==> src/rtl/wb_arb_pkg.sv <==
// Shared types and constants for the two-requester Wishbone master arbiter.
package wb_arb_pkg;

  localparam int unsigned NUM_REQ = 2;

  typedef enum logic [2:0] {
    IDLE,
    ISSUE,
    WAIT_ACT,
    BUSY,
    FINISH
  } arb_state_t;

  typedef logic req_id_t;

endpackage : wb_arb_pkg

==> src/rtl/wb_master_arbiter_rr.sv <==
// Combinational round-robin pick between two requesters; the last_grant
// history register lives in the parent.
module rr_arbiter_2
  import wb_arb_pkg::*;
(
  input  logic [NUM_REQ-1:0] req,
  input  req_id_t            last_grant,
  output logic               gnt_valid,
  output req_id_t            gnt_id
);

  // On a tie the requester that did not win last time goes next
  always_comb begin
    gnt_valid = |req;
    gnt_id    = 1'b0;
    unique case (req)
      2'b01:   gnt_id = 1'b0;
      2'b10:   gnt_id = 1'b1;
      2'b11:   gnt_id = ~last_grant;
      default: gnt_id = 1'b0;
    endcase
  end

endmodule : rr_arbiter_2

==> src/rtl/wb_master_arbiter.sv <==
// Shares one wb_master_interface command port between two requesters:
// round-robin grant, start/active handshake sequencing and hang watchdog.
module wb_master_arbiter
  import wb_arb_pkg::*;
#(
  parameter int unsigned AW      = 32,
  parameter int unsigned DW      = 32,
  parameter int unsigned TIMEOUT = 1024
) (
  input  logic               clk,
  input  logic               rst_n,
  input  logic [NUM_REQ-1:0] req_valid,
  input  logic [AW-1:0]      req0_address,
  input  logic [AW-1:0]      req1_address,
  input  logic [3:0]         req0_selection,
  input  logic [3:0]         req1_selection,
  input  logic               req0_write,
  input  logic               req1_write,
  input  logic [DW-1:0]      req0_data_wr,
  input  logic [DW-1:0]      req1_data_wr,
  output logic [NUM_REQ-1:0] done,
  output logic [NUM_REQ-1:0] error,
  output logic [DW-1:0]      data_rd,
  output logic               m_start,
  output logic [AW-1:0]      m_address,
  output logic [3:0]         m_selection,
  output logic               m_write,
  output logic [DW-1:0]      m_data_wr,
  input  logic [DW-1:0]      m_data_rd,
  input  logic               m_active,
  output logic               busy,
  output logic               grant_id
);

  localparam int unsigned TW = $clog2(TIMEOUT + 1);

  arb_state_t          r_state;
  arb_state_t          w_state_nxt;
  req_id_t             r_last_grant;
  req_id_t             r_grant_id;
  logic [TW-1:0]       r_wdog;
  logic [TW-1:0]       w_wdog_nxt;
  logic [TW-1:0]       w_wdog_inc;
  logic                w_gnt_valid;
  req_id_t             w_gnt_id;
  logic                w_grant_ld;
  logic                w_finish;
  logic                w_err;
  logic                w_start_nxt;
  logic [NUM_REQ-1:0]  w_done_nxt;
  logic [NUM_REQ-1:0]  w_error_nxt;

  logic                r_start;
  logic [NUM_REQ-1:0]  r_done;
  logic [NUM_REQ-1:0]  r_error;
  logic                r_busy;
  logic [DW-1:0]       r_data_rd;
  logic [AW-1:0]       r_address;
  logic [3:0]          r_selection;
  logic                r_write;
  logic [DW-1:0]       r_data_wr;

  rr_arbiter_2 u_rr (
    .req        (req_valid),
    .last_grant (r_last_grant),
    .gnt_valid  (w_gnt_valid),
    .gnt_id     (w_gnt_id)
  );

  // Saturating watchdog increment so a long hang never wraps
  assign w_wdog_inc = (r_wdog == TW'(TIMEOUT)) ? r_wdog : r_wdog + TW'(1);

  always_ff @(posedge clk or negedge rst_n) begin
    if (!rst_n) begin
      r_state <= IDLE;
    end else begin
      r_state <= w_state_nxt;
    end
  end

  always_comb begin
    w_state_nxt = r_state;
    w_wdog_nxt  = r_wdog;
    w_grant_ld  = 1'b0;
    w_start_nxt = 1'b0;
    w_finish    = 1'b0;
    w_err       = 1'b0;
    w_done_nxt  = '0;
    w_error_nxt = '0;
    unique case (r_state)
      IDLE: begin
        if (w_gnt_valid) begin
          w_grant_ld  = 1'b1;
          w_start_nxt = 1'b1;
          w_state_nxt = ISSUE;
        end
      end
      ISSUE: begin
        w_wdog_nxt  = '0;
        w_state_nxt = WAIT_ACT;
      end
      // A master that never raises m_active within two cycles is taken as done
      WAIT_ACT: begin
        w_wdog_nxt = w_wdog_inc;
        if (m_active) begin
          if (w_wdog_inc >= TW'(TIMEOUT)) begin
            w_finish = 1'b1;
            w_err    = 1'b1;
          end else begin
            w_state_nxt = BUSY;
          end
        end else if (r_wdog == TW'(1)) begin
          w_finish = 1'b1;
        end
      end
      BUSY: begin
        w_wdog_nxt = w_wdog_inc;
        if (!m_active) begin
          w_finish = 1'b1;
        end else if (w_wdog_inc >= TW'(TIMEOUT)) begin
          w_finish = 1'b1;
          w_err    = 1'b1;
        end
      end
      FINISH: begin
        w_state_nxt = IDLE;
      end
      default: begin
        w_state_nxt = IDLE;
      end
    endcase
    if (w_finish) begin
      w_state_nxt = FINISH;
      w_done_nxt  = r_grant_id ? 2'b10 : 2'b01;
      w_error_nxt = w_err ? w_done_nxt : 2'b00;
    end
  end

  always_ff @(posedge clk or negedge rst_n) begin
    if (!rst_n) begin
      r_last_grant <= 1'b1;
      r_grant_id   <= 1'b0;
      r_wdog       <= '0;
      r_start      <= 1'b0;
      r_done       <= '0;
      r_error      <= '0;
      r_busy       <= 1'b0;
      r_data_rd    <= '0;
      r_address    <= '0;
      r_selection  <= '0;
      r_write      <= 1'b0;
      r_data_wr    <= '0;
    end else begin
      r_wdog  <= w_wdog_nxt;
      r_start <= w_start_nxt;
      r_done  <= w_done_nxt;
      r_error <= w_error_nxt;
      r_busy  <= (w_state_nxt != IDLE);
      if (w_grant_ld) begin
        r_grant_id   <= w_gnt_id;
        r_last_grant <= w_gnt_id;
        r_address    <= w_gnt_id ? req1_address   : req0_address;
        r_selection  <= w_gnt_id ? req1_selection : req0_selection;
        r_write      <= w_gnt_id ? req1_write     : req0_write;
        r_data_wr    <= w_gnt_id ? req1_data_wr   : req0_data_wr;
      end
      // Aborted transfers leave the previous read data in place
      if (w_finish && !w_err && !r_write) begin
        r_data_rd <= m_data_rd;
      end
    end
  end

  assign done        = r_done;
  assign error       = r_error;
  assign data_rd     = r_data_rd;
  assign m_start     = r_start;
  assign m_address   = r_address;
  assign m_selection = r_selection;
  assign m_write     = r_write;
  assign m_data_wr   = r_data_wr;
  assign busy        = r_busy;
  assign grant_id    = r_grant_id;

endmodule : wb_master_arbiter

==> config.mk <==
export PLATFORM = sky130hd
export DESIGN_NAME = wb_master_arbiter
export DESIGN_NICKNAME = d
export VERILOG_FILES = /design/src/rtl/wb_arb_pkg.sv /design/src/rtl/wb_master_arbiter_rr.sv /design/src/rtl/wb_master_arbiter.sv
export SDC_FILE = /design/constraint.sdc
export NUM_CORES = 1
export LEC_CHECK = 0
export BUFFER_PORTS_ARGS = -buffer_cell sky130_fd_sc_hd__buf_2
export CAP_MARGIN = 20
export CORE_MARGIN = 2
export CORE_UTILIZATION = 49
export CTS_CLUSTER_SIZE = 30
export DETAILED_ROUTE_END_ITERATION = 7
export GPL_ROUTABILITY_DRIVEN = 0
export PLACE_DENSITY = 0.86
export SYNTH_ARGS = -nofsm -noshare
export SYNTH_HDL_FRONTEND = slang
export SYNTH_HIERARCHICAL = 1
export SYNTH_SLANG_ARGS = --single-unit
==> constraint.sdc <==
create_clock -name clk -period 4.2 [get_ports clk]
set_input_delay 0.21 -clock clk [delete_from_list [all_inputs] [get_ports clk]]
set_output_delay 0.21 -clock clk [all_outputs]
set_load 0.005 [all_outputs]
* Word-level counts from Yosys, hierarchy flattened
Cells that the tools add are included. W data, S select, Z words.
Word-level totals: register bits 123, input port bits 175, output and inout bits 108, logic and storage cells 57
Operators by class: add/subtract/negate cells 1, order comparisons 1, eq/ne operators 7, mux-type cells 25, bitwise operators 1, reductions and logical operators 9
Operator list (number):
- $mux W32 | 2
- $pmux W11 S2 | 1
- $mux W3 | 4
- $pmux W3 S4 | 1
- $add A11 B1 Y11 const B | 1
- $eq A11 B1 Y1 const B | 1
- $eq A11 B11 Y1 const B | 1
- $ge A11 B11 Y1 const B | 1
- $mux W11 | 1
- $mux W1 | 9
- $mux W2 | 4
- $eq A3 B2 Y1 const B | 2
- $eq A2 B2 Y1 const B | 2
- $mux W4 | 1
- $pmux W1 S2 | 2
- $reduce_or A2 Y1 | 2
- $eq A3 B1 Y1 const B | 1
- $logic_not A3 Y1 | 1
- $reduce_bool A3 Y1 | 1
- $logic_and A1 B1 Y1 | 2
- $logic_not A1 Y1 | 2
- $reduce_bool A2 Y1 | 1
- $not A1 Y1 | 1

* Longest topological paths before layout
depth after elaboration 9, depth in mapped cells 7, mapped depth without buffers 6

* Modules after synthesis
Netlist, hierarchy kept.
By module, submodules not included:
- wb_master_arbiter | instances 1, cells each 470, area an instance 5362.6 um^2, sequential area each 3079.2 um^2
- rr_arbiter_2 | instances 1, cells each 2, area an instance 13.8 um^2, sequential area each 0.0 um^2

* Worst setup path before layout
OpenSTA, ideal clock, no wires.
path type register to register, from reg r_wdog[9], to reg r_data_rd[10], in the netlist data_rd[10], setup time 0.125 ns, data arrival time 1.789 ns, required time 4.075 ns, setup slack 2.286 ns, cell stages (with the launch flop) 6, buffers on the path 1, clock period less this slack 1.914 ns, cells stage by stage dfrtp_1 > nor4_1 > a311o_2 > nor4b_4 > buf_6 > mux2_2
Between the ends: word-level cells in the longest chain between the ends 9, elaborated cells on any way between the ends 15, those cells by class 1 x add/sub; 1 x order compare; 2 x eq/ne; 8 x mux; 3 x reduce/logical
RTL lines:
- start: declaration | RTL line wb_master_arbiter.sv:41 | logic [TW-1:0] r_wdog;
- start signal: assignment | RTL line wb_master_arbiter.sv:154 | r_wdog <= w_wdog_nxt;
- $add A11 B1 Y11 or $eq A11 B11 Y1 (tied branches) | RTL line wb_master_arbiter.sv:71 | assign w_wdog_inc = (r_wdog == TW'(TIMEOUT)) ? r_wdog : r_wdog + TW'(1);
- $mux W11 | RTL line wb_master_arbiter.sv:71
- $ge A11 B11 Y1 | RTL line wb_master_arbiter.sv:106, wb_master_arbiter.sv:120
- $mux W1 | RTL line wb_master_arbiter.sv:106, wb_master_arbiter.sv:120
- $mux W1 | RTL line wb_master_arbiter.sv:118 | if (!m_active) begin
- $mux W1
- $logic_not A1 Y1 | RTL line wb_master_arbiter.sv:168 | if (w_finish && !w_err && !r_write) begin
- $logic_and A1 B1 Y1 (*) (2 in series) | RTL line wb_master_arbiter.sv:168
- end signal: assignment | RTL line wb_master_arbiter.sv:169 | r_data_rd <= m_data_rd;
- end: declaration | RTL line wb_master_arbiter.sv:57 | logic [DW-1:0] r_data_rd;
Every way passes the cells marked *; elsewhere a longest branch is shown, timed or not. A chain may end at the register's enable or synchronous reset.

* Worst setup path after layout
from reg r_wdog[4], to reg r_data_rd[29], in the netlist data_rd[29]
Same word-level chain as after synthesis.

==> reports/results.txt <==
Fillers -> 639
Actual slew at the worst max-slew pin -> 0.8532 ns
Die Y -> 108.8 um
Vias -> 5335
HP Start -> req0_data_wr[21]
Tot GR Track Use -> 29.81%
Setup Skew -> 0.009351 ns
CTS Sinks -> 123
Outcome -> finished, final reports clean
Clk buf depth -> 2
HPWL after DPL -> 10.72 mm
DRT antenna net count -> 0
Hold Crit Class -> in -> reg
Final WS setup -> 1.524 ns
Worst IR drop on VDD -> 0.4820 mV
IO Count -> 283
Largest net degree at the start of global routing -> 74
CTS tree -> done
Final Hold Viols -> 0
Initial core utilization -> 49.81%
Number of flops mapped to enable cells by yosys -> 0
ANT cells -> 0
R2R depth -> 5
DR WL/cell -> 17.48 um
Initial antenna violation count -> 0
IO Port Bufs -> 282
Min Tclk post-route -> 2.676 ns
YS warnings -> 6
Slew HR -> 42.97%
Fin Setup TNS -> 0 ns
Core area -> 0.01079 mm^2
Chip width -> 108.8 um
TritonCTS Buffers -> 17
P&R area growth vs syn -> 56.92%
Die area -> 0.01183 mm^2
Library cells used by synthesis -> 39
Global route overflow -> 0
Cell Area, Synth -> 0.005376 mm^2
Post-synthesis sequential area ratio -> 57.27%
Post-Synthesis Cells -> 472
Syn Area/Cell -> 11.39 um^2
First-pass GRT wire length -> 26.79 mm
Postcts setup bufs -> 0
FF+latch count, synth -> 123
Startpoint types -> flop
PD cells -> 656.1 mW/mm^2
Initial DRC Count -> 327
Setup slack at placement -> 1.591 ns
Worst Setup SP -> r_wdog[4]$_DFFE_PN0P_
Mapped Nets -> 650
Vias in the first global route -> 5603
FF-to-FF Start -> r_wdog[4]$_DFFE_PN0P_
Reg clk slew, reported paths -> 0.06 ns
Ys flop type -> dfrtp_1
Routed WL -> 17.46 mm
H-tree depth -> 4
Fmax achieved -> 0.3736 GHz
Unrepaired setup endpoints after global routing -> false
Share of cells above drive strength 1 -> 41.44%
Layout Nets -> 1024
Leakage power -> 4.133 nW
Pre-Repair DR Iteration Count -> 5
Max-slew violations -> 0
CP arrival -> 3.06 ns
CP required -> 4.58 ns
FFs w/ async S/R, synth -> 100.0%
Tcrit/Tclk final -> 63.72%
Final setup fails -> 0
Worst reg2reg setup slack -> 1.52 ns
Max-cap violations -> 0
Worst Path Max Fanout -> 22
Clk Latency, worst-skew pair -> 0.51 ns
Residual DRC -> 0
Root Buffer -> clkbuf_8
Row count -> 38
Hold path depth -> 3
Via density -> 5.340
CP endpoint kind -> flop
Worst hold endpoint -> m_data_wr[21]$_DFFE_PN0P_
Endpoint of the worst register-to-register path -> data_rd[29]$_DFFE_PN0P_
WS Path Type -> reg -> reg
==> final cells by class <==
| cell class | instances | area (um^2) | area share, % |
|---|---|---|---|
| multi-input combinational | 316 | 2166 | 25.67 |
| clock buffer | 21 | 439.2 | 5.205 |
| tap | 140 | 175.2 | 2.076 |
| timing repair buffer | 382 | 2410 | 28.56 |
| sequential | 123 | 3079 | 36.50 |
| clock inverter | 11 | 145.1 | 1.720 |
| inverter | 6 | 22.52 | 0.2669 |
==> registers in the layout, indices dropped and copies added, names as in the netlist <==
register,cells
m_address,32
error,2
r_state,3
busy,1
data_rd,32
m_selection,4
r_last_grant,1
done,2
m_write,1
grant_id,1
m_start,1
r_wdog,11
m_data_wr,32
==> worst max path at each step <==
stage                               to  depth (start not counted)
3_3_place_gp   data_rd[12]$_DFFE_PN0P_                          5
4_1_cts        data_rd[29]$_DFFE_PN0P_                          5
2_1_floorplan  data_rd[10]$_DFFE_PN0P_                          5
6_report       data_rd[29]$_DFFE_PN0P_                          5
5_1_grt        data_rd[29]$_DFFE_PN0P_                          5
3_5_place_dp   data_rd[18]$_DFFE_PN0P_                          5
==> synth_stat cells, drive strengths merged, types with 5 or more instances <==
| library cell | instances | area, um^2 |
|---|---|---|
| nand3 | 6 | 30.03 |
| mux2i | 72 | 720.7 |
| nand2 | 15 | 56.30 |
| inv | 6 | 22.52 |
| dfrtp | 122 | 3053 |
| clkbuf | 21 | 78.83 |
| a21oi | 72 | 360.4 |
| nor2 | 72 | 270.3 |
| nand4 | 5 | 31.28 |
| o21ai | 7 | 35.03 |
| buf | 6 | 47.54 |
| mux2 | 32 | 360.3 |
==> placed cells by master (no fill, tap or decap), drive strengths merged, types with 6 or more instances in the layout <==
| cell type | count |
|---|---|
| buf | 289 |
| nand2 | 15 |
| mux2 | 32 |
| a21oi | 72 |
| inv | 6 |
| o21ai | 7 |
| mux2i | 72 |
| dlygate4sd3 | 93 |
| nor2 | 72 |
| dfrtp | 122 |
| clkbuf | 21 |
| nand3 | 6 |
==> power by group <==
| part | internal (mW) | switching [mW] | leakage (nW) |
|---|---|---|---|
| combinational | 0.975 | 1.03 | 2.42 |
| clock | 0.918 | 0.521 | 0.278 |
| sequential | 1.73 | 0.355 | 1.43 |
==> routing by layer <==
| metal | GRT usage [%] | vias up | share of wire (%) |
|---|---|---|---|
| met1 | 32.05 | 2557 | 36 |
| met2 | 53.48 | 294 | 54 |
| met5 | 0 | - | 0 |
| met3 | 6.754 | 65 | 6.1 |
| li1 | - | 2419 | - |
| met4 | 17.49 | 0 | 4.1 |
==> worst max-delay path, stage by stage, from the launching register on <==
cell and delay (ns):
dfrtp_1 0.48, nor4_2 0.38, a311o_2 0.26, nor4b_4 0.62, buf_4 0.42, mux2_2 0.39
==> through the flow <==
stage	cells	hold slack, ns	cell area [um^2]	util [%]	power [mW]
floorplan	472	-0.08559	5376	-	3.054
global placement	874	0.08620	6922	64.13	3.808
detailed placement	874	0.09062	6922	64.13	3.927
CTS	999	0.001136	8437	78.17	5.487
global route	999	0.02732	8437	78.17	5.876
finish	999	0.01497	8437	78.17	5.535
==> logic make-up after synthesis <==
group | share of synthesized area [%]
multiplexers | 20.11
buffers and inverters | 2.769
adder cells (fa/ha/maj) | 0.6982
AO/OA/AOI/OAI | 8.611
flip-flops | 57.27
XOR/XNOR | 0.1629
AND/OR/NAND/NOR | 10.38
==> timing repair <==
action,in CTS,in global routing
resized for setup,0,0
endpoints found under the setup margin,0,0
hold buffers,93,0
endpoints found under the hold margin,83,0
(Power assumes the default switching activity.)
